**src/rtl/keypad_scanner_if.sv**
```systemverilog
// Keypad matrix and key hand-off signals between the scanner and its surroundings.
// slave: the scanner side; master: the keypad matrix plus the key consumer.
interface keypad_scanner_if;
  logic [2:0] col;
  logic [3:0] row_drive;
  logic       key_valid;
  logic [3:0] key_number;
  logic       key_ready;
  logic       pressed;
  logic       overrun;

  modport slave (
    input  col,
    input  key_ready,
    output row_drive,
    output key_valid,
    output key_number,
    output pressed,
    output overrun
  );

  modport master (
    output col,
    output key_ready,
    input  row_drive,
    input  key_valid,
    input  key_number,
    input  pressed,
    input  overrun
  );
endinterface

```
**src/rtl/keypad_scanner.sv**
```systemverilog
// Purpose: scans a 4x3 phone keypad, debounces a press and encodes it as digit 0-9.
// Latency: key_valid rises DEBOUNCE_CYCLES-1 edges after the first nonzero column sample.
// Backpressure: one-entry output register; a key arriving while it is full is dropped and overrun sticks.
module keypad_scanner #(
  parameter int unsigned SCAN_CYCLES     = 4,
  parameter int unsigned DEBOUNCE_CYCLES = 8
) (
  input  logic            clk,
  input  logic            reset,
  keypad_scanner_if.slave kp
);

  typedef enum logic [1:0] {
    SCAN     = 2'd0,
    DEBOUNCE = 2'd1,
    HELD     = 2'd2
  } state_t;

  localparam logic [7:0] SCAN_LAST = 8'(SCAN_CYCLES - 1);
  localparam logic [7:0] DB_LAST   = 8'(DEBOUNCE_CYCLES - 1);

  state_t     state_q, state_d;
  logic [1:0] row_q, row_d;
  logic [7:0] cnt_q, cnt_d;
  logic [2:0] cap_q, cap_d;
  logic       accept;

  logic       key_ok;
  logic [3:0] key_code;
  logic       issue;
  logic       take;

  logic       key_vld_q;
  logic [3:0] key_dat_q;
  logic       ovr_q;

  // State register
  always_ff @(posedge clk) begin
    if (reset) begin
      state_q <= SCAN;
      row_q   <= 2'd0;
      cnt_q   <= 8'd0;
      cap_q   <= 3'b000;
    end else begin
      state_q <= state_d;
      row_q   <= row_d;
      cnt_q   <= cnt_d;
      cap_q   <= cap_d;
    end
  end

  // Next-state logic; the row only moves on an idle dwell timeout or after a confirmed release
  always_comb begin
    state_d = state_q;
    row_d   = row_q;
    cnt_d   = cnt_q;
    cap_d   = cap_q;
    accept  = 1'b0;
    unique case (state_q)
      SCAN: begin
        if (kp.col == 3'b000) begin
          if (cnt_q == SCAN_LAST) begin
            row_d = row_q + 2'd1;
            cnt_d = 8'd0;
          end else begin
            cnt_d = cnt_q + 8'd1;
          end
        end else begin
          cap_d   = kp.col;
          cnt_d   = 8'd1;
          state_d = DEBOUNCE;
        end
      end
      DEBOUNCE: begin
        if (kp.col == cap_q) begin
          if (cnt_q == DB_LAST) begin
            accept  = 1'b1;
            state_d = HELD;
            cnt_d   = 8'd0;
          end else begin
            cnt_d = cnt_q + 8'd1;
          end
        end else begin
          state_d = SCAN;
          cnt_d   = 8'd0;
        end
      end
      HELD: begin
        if (kp.col != 3'b000) begin
          cnt_d = 8'd0;
        end else if (cnt_q == DB_LAST) begin
          state_d = SCAN;
          row_d   = row_q + 2'd1;
          cnt_d   = 8'd0;
        end else begin
          cnt_d = cnt_q + 8'd1;
        end
      end
      default: begin
        state_d = SCAN;
        cnt_d   = 8'd0;
      end
    endcase
  end

  // Outputs decoded from registered state only
  always_comb begin
    kp.row_drive = 4'b0001 << row_q;
    kp.pressed   = (state_q == HELD);
  end

  // Key map; '*', '#' and multi-column patterns have no code
  always_comb begin
    key_ok   = 1'b1;
    key_code = 4'd0;
    case ({row_q, cap_q})
      5'b00_001: key_code = 4'd1;
      5'b00_010: key_code = 4'd2;
      5'b00_100: key_code = 4'd3;
      5'b01_001: key_code = 4'd4;
      5'b01_010: key_code = 4'd5;
      5'b01_100: key_code = 4'd6;
      5'b10_001: key_code = 4'd7;
      5'b10_010: key_code = 4'd8;
      5'b10_100: key_code = 4'd9;
      5'b11_010: key_code = 4'd0;
      default:   key_ok   = 1'b0;
    endcase
  end

  assign issue = accept & key_ok;
  assign take  = key_vld_q & kp.key_ready;

  // A new key may replace the held one only on the edge the consumer takes it
  always_ff @(posedge clk) begin
    if (reset) begin
      key_vld_q <= 1'b0;
      key_dat_q <= 4'd0;
      ovr_q     <= 1'b0;
    end else if (issue) begin
      if (!key_vld_q || kp.key_ready) begin
        key_vld_q <= 1'b1;
        key_dat_q <= key_code;
      end else begin
        ovr_q <= 1'b1;
      end
    end else if (take) begin
      key_vld_q <= 1'b0;
    end
  end

  assign kp.key_valid  = key_vld_q;
  assign kp.key_number = key_dat_q;
  assign kp.overrun    = ovr_q;

endmodule

```
**src/flat_wrapper.sv**
```systemverilog
// flat-port wrapper written by rule: the top's interface ports become plain ports
module keypad_scanner_flat 
#(
  parameter int unsigned SCAN_CYCLES     = 4,
  parameter int unsigned DEBOUNCE_CYCLES = 8
)
  (clk, reset, kp_col, kp_key_ready, kp_row_drive, kp_key_valid, kp_key_number, kp_pressed, kp_overrun);
  keypad_scanner_if kp_i ();
  input  logic clk;
  input  logic reset;
  input wire logic [$bits(kp_i.col)-1:0] kp_col;
  input wire logic [$bits(kp_i.key_ready)-1:0] kp_key_ready;
  output wire logic [$bits(kp_i.row_drive)-1:0] kp_row_drive;
  output wire logic [$bits(kp_i.key_valid)-1:0] kp_key_valid;
  output wire logic [$bits(kp_i.key_number)-1:0] kp_key_number;
  output wire logic [$bits(kp_i.pressed)-1:0] kp_pressed;
  output wire logic [$bits(kp_i.overrun)-1:0] kp_overrun;
  assign kp_i.col = kp_col;
  assign kp_i.key_ready = kp_key_ready;
  assign kp_row_drive = kp_i.row_drive;
  assign kp_key_valid = kp_i.key_valid;
  assign kp_key_number = kp_i.key_number;
  assign kp_pressed = kp_i.pressed;
  assign kp_overrun = kp_i.overrun;
  keypad_scanner #(.SCAN_CYCLES(SCAN_CYCLES), .DEBOUNCE_CYCLES(DEBOUNCE_CYCLES)) u_core (.clk(clk), .reset(reset), .kp(kp_i));
endmodule
```
**config.mk**
```make
export PLATFORM = sky130hd
export DESIGN_NAME = keypad_scanner_flat
export DESIGN_NICKNAME = d
export VERILOG_FILES = /design/src/rtl/keypad_scanner_if.sv /design/src/rtl/keypad_scanner.sv /design/src/flat_wrapper.sv
export SDC_FILE = /design/constraint.sdc
export NUM_CORES = 1
export LEC_CHECK = 0
export CAP_MARGIN = 20
export CELL_PAD_IN_SITES_DETAIL_PLACEMENT = 0
export CELL_PAD_IN_SITES_GLOBAL_PLACEMENT = 1
export CORE_UTILIZATION = 40
export DETAILED_ROUTE_END_ITERATION = 16
export PLACE_DENSITY_LB_ADDON = 0.1
export SLEW_MARGIN = 25
export SYNTH_ARGS = -nofsm -noshare
export SYNTH_HDL_FRONTEND = slang
export SYNTH_SLANG_ARGS = --single-unit
```
**constraint.sdc**
```tcl
create_clock -name clk -period 2.1 [get_ports clk]
set_clock_uncertainty 0.05 [all_clocks]
set_input_delay 0.42 -clock clk [delete_from_list [all_inputs] [get_ports clk]]
set_output_delay 0.42 -clock clk [all_outputs]
set_load 0.005 [all_outputs]
```
# Word level (Yosys, flattened, before mapping)
# Index checks and enable logic that the tools add are counted.
# word_totals
ff_bits,21
input_bits,6
out_inout_bits,11
# classes
addsub,2
n_eq_ne,22
shift,1
n_mux,25
bitwise,4
reduce_logical,14
# op_table
op,n
$mux 8,5
$pmux 4 s9,1
$pmux 8 s3,1
$eq 5x5->1 const B,4
$mux 2,9
$eq 5x4->1 const B,3
$reduce_or 10->1,1
$add 8x1->8 const B,1
$eq 8x2->1 const B,1
$eq 8x3->1 const B,1
$reduce_and 2->1,4
$mux 1,7
$ne 2x1->1 const B,3
$ne 2x2->1 const B,3
$pmux 2 s3,1
$eq 5x1->1 const B,1
$eq 5x2->1 const B,1
$eq 5x3->1 const B,1
$reduce_and 5->1,1
$pmux 2 s2,1
$reduce_and 4->1,1
$reduce_bool 2->1,2
$shl 1x2->4 const A,1
$eq 3x3->1,1
11 further kinds,13

# Longest topological paths before layout
# depth
depth_word,7
mapped_depth,6
depth_no_buf,5

# Worst setup path after synthesis
# Ideal clock, no wire load.
# synth_path
path_kind,in2reg
from,input kp_col[2]
to,register u_core.row_q[1]
arrival_time_ns,1.556
t_required_ns,1.920
slack_ns,0.364
cell_stages,4
cell_sequence,or4_1 > or3_1 > mux2i_1 > nor2_1
# synth_between
elab_chain_cells,3
word_cells_on_any_way,5
cone_classes,2 x eq/ne; 3 x reduce/logical
# synth_lines
element,line_no,source
"start, declared",flat_wrapper.sv:11,input wire logic [$bits(kp_i.col)-1:0] kp_col;
$logic_not 3->1 or $reduce_bool 3->1 (tied branches),"keypad_scanner.sv:61, keypad_scanner.sv:89",
$ne 2x1->1 (no line) or $ne 2x2->1 (tied branches),n/a,
$reduce_and 5->1 (no line) (*),n/a,
"end signal, assigned",keypad_scanner.sv:46,row_q <= row_d;
"end, declared",keypad_scanner.sv:23,"logic [1:0] row_q, row_d;"
# Every way passes the cells marked *; elsewhere a longest branch is shown, timed or not.
# A chain may end at the register's enable or synchronous reset.

# Worst setup path in the final report
# layout_path
from,register u_core.row_q[0]
to,output kp_row_drive[0]
# layout_between
elab_chain_cells,1
# layout_lines
element,line_no,source
$shl 1x2->4,keypad_scanner.sv:108,kp.row_drive = 4'b0001 << row_q;
"end, declared",flat_wrapper.sv:13,output wire logic [$bits(kp_i.row_drive)-1:0] kp_row_drive;
# No other way between the ends.

==> run metrics <==
outcome finished with violations; failing checks DRC; post-DP HPWL 1870 um; Buf/Inv on CP 2; Clock Power Share a little over a quarter; Post-synth EDFFs 0; critical path's slowest cell dfxtp_2; ys async rst share 0%; critical path type register to output port; post-synthesis cell count 143; nets@finish 177; Die Y roughly 58 um; critical-path cell list inv_1, ha_1, clkdlybuf4s50_1; Global Route Usage Sum 17.0%; FMAX between 500 and 600 MHz; I/O pin cnt 17; CP delay by family, top buffers and inverters; antenna violations before repair 0; CP max FO 9; syn avg cell area roughly 8.7 um^2; sequential area share after synthesis 33.7%; post-synth cell types 43; Final Wtd Congestion 0.754; grt ovf 0; vias in the first global route 989; Clock transition at path regs 0.12 ns; Die X 57.8 um; worst hold path class register to register; DR DRC count 3; Ys Warns 0; post-CTS setup buffers 0; reg2reg setup slack 0.38 ns; CTS Hold Buffers Added 0; CTS max path bufs 2; synthesized area 1250 um^2; Peak VDD IR 0.351 mV; Tcrit/Tclk final 93.6%; largest net degree at the start of global routing 20; register area 424 um^2; hold slack 0.430 ns; Synth Flop Type dfxtp_1; Switch Pwr 199 uW; post-DR vias/cell 5.36; Max Slew Vio Count 0; Skew-Pair Late Insertion Delay just over 0.3 ns; final wirelength 2520 um; startpoint types register; Hold Path Cell Cnt 2; FILL cells 273; WP depth 3; synthesized flop and latch total 21; Critical Path Sink Type output port; pwr dens 480 nW/um^2; Internal Power 527 uW; combinational share of power 14.3%; Area Overhead vs Synth 21.4%; WP data required 1.63 ns; Die ar. 3350 um^2; DRT iter0 DRCs 34; row cnt 19; Slew @ Worst Pin 0.345 ns; ratio of cells with drive above 1 in the final layout 18.8%; Root Buffer clkbuf_4; Final ANT Viol Nets 0; Switching Share 27.4%; final setup fails 0; Final Hold Fails 0; max-cap violations 0; Max stage delay on crit path 0.44 ns; CTS buffer count 3; Sequential Power Share 58.3%; first-pass GRT wire length between 4000 and 5000 um; shortest period the worst path allows between 1.5 and 2 ns; Pre-antenna DRT Iters 10; Fin Setup TNS 0 ns; length in cells of the worst reg-to-reg path 5; Synth Net Count ~150; n_diodes 0; Slew headroom 76.8%; H-Tree Depth 1; area of the multi-input gates 766 um^2; Arr. time, crit path 1.50 ns; via count 1050; initial core utilization between 40% and 50%; # port buffers 16; Tot Pwr just over 700 uW; CTS sink count 21; RSZ-0062 raised after global routing false; DR WL/cell around 13 um; core box area 2850 um^2; static leakage 0.000578 uW; CTS tree yes
==> final timing paths <==
path,from,end
max,u_core.row_q[0]$_SDFFE_PP0P_,kp_row_drive[0]
min,u_core.kp.overrun$_SDFFE_PP0P_,u_core.kp.overrun$_SDFFE_PP0P_
max reg2reg,u_core.cnt_q[0]$_SDFF_PP0_,u_core.kp.key_number[0]$_SDFFE_PP0P_
min reg2reg,u_core.kp.overrun$_SDFFE_PP0P_,u_core.kp.overrun$_SDFFE_PP0P_
==> power groups by stage <==
stage          Sequential, uW  Combinational [uW]  Clock [uW]
2_1_floorplan             420                79.8           0
3_3_place_gp              433                 102           0
3_5_place_dp              432                 103           0
4_1_cts                   423                 104         213
5_1_grt                   426                 115         228
6_report                  423                 104         199
==> metrics by stage <==
| step | cell area [um^2] | utilization [%] | setup WS [ns] | std cells |
|---|---|---|---|---|
| 5_1_grt | 1510 | 53.1 | 0.0516 | 196 |
| 2_1_floorplan | 1250 | - | 0.364 | 143 |
| 6_report | 1510 | 53.1 | 0.134 | 196 |
| 4_1_cts | 1510 | 53.0 | 0.000115 | 196 |
| 3_5_place_dp | 1480 | 51.9 | -0.129 | 192 |
| 3_3_place_gp | 1480 | 51.9 | -0.0976 | 192 |
==> worst min-delay path: stages (launching register included) <==
cell      delay (ns)
dfxtp_1         0.35
nand2b_1        0.06
o31ai_1         0.05
==> routing by layer <==
metal,global-route usage (%),vias to the layer above,wire (um)
met5,0,-,0
met4,5.10,0,24
met3,4.91,4,123
met2,25.9,25,1110
met1,23.2,476,1260
li1,-,545,-
==> registers in the layout, indices dropped and copies added, names as in the netlist <==
register / cells
u_core.kp.overrun: 1
u_core.kp.key_valid: 1
u_core.cap_q: 3
u_core.row_q: 2
u_core.cnt_q: 8
u_core.state_q: 2
u_core.kp.key_number: 4
==> layout make-up <==
cell class / count / area share, %
clock buffer: 3 / 1.49
sequential: 21 / 28.0
tap: 31 / 2.56
timing repair buffer: 26 / 15.5
clock inverter: 1 / 0.331
multi-input combinational: 108 / 50.6
inverter: 6 / 1.49
==> kinds of logic (layout without fill, tap and decap cells) <==
logic type,Yosys count,count (layout),synth area share [%]
DFF,21,21,33.7
xor gates and xnor gates,12,12,9.03
and+or+nand+nor,57,57,26.4
muxes,3,3,2.51
AOI/OAI and AO/OA,31,31,18.3
buffers and inverters,14,36,5.11
adders and majority gates,5,5,5.02
==> layout by cell type (no fill, tap or decap), drive strengths merged, types with 3 or more instances in the layout <==
master / Yosys / layout
a211o: 3 / 3
a21oi: 9 / 9
a22oi: 4 / 4
and3: 3 / 3
buf: 4 / 10
clkbuf: 4 / 3
clkdlybuf4s50: 0 / 16
dfxtp: 21 / 21
ha: 5 / 5
inv: 6 / 6
nand2: 8 / 8
nand2b: 4 / 4
nand3: 6 / 6
nor2: 17 / 17
nor2b: 3 / 3
nor3: 4 / 4
o21ai: 4 / 4
o31ai: 5 / 5
xnor2: 3 / 3
xor2: 9 / 9
==> synth_stat cells (2+ instances only) <==
cell type,count,area share [%]
inv_1,6,1.8
xor2_1,8,5.6
mux2i_1,2,1.6
buf_2,3,1.2
o31ai_2,3,3.0
nor3_1,3,1.2
o31ai_1,2,1.2
nor3b_1,2,1.2
nor2b_1,3,1.5
clkbuf_1,4,1.2
nand2_1,7,2.1
a22oi_1,4,2.4
nand2b_1,4,2.0
ha_1,5,5.0
nor2_1,17,5.1
xnor2_1,3,2.1
a211o_2,3,2.4
o21ai_0,3,1.2
or3_1,2,1.0
o21bai_1,2,1.2
and3_1,2,1.0
dfxtp_1,21,34
nand3_1,6,2.4
a21oi_1,9,3.6
==> repair_timing <==
| action | 4_1_cts | 5_1_grt |
|---|---|---|
| pin swaps | 0 | 0 |
| gates resized for setup | 2 | 2 |
| setup endpoints to repair | 3 | 3 |
(Power assumes the default switching activity.)
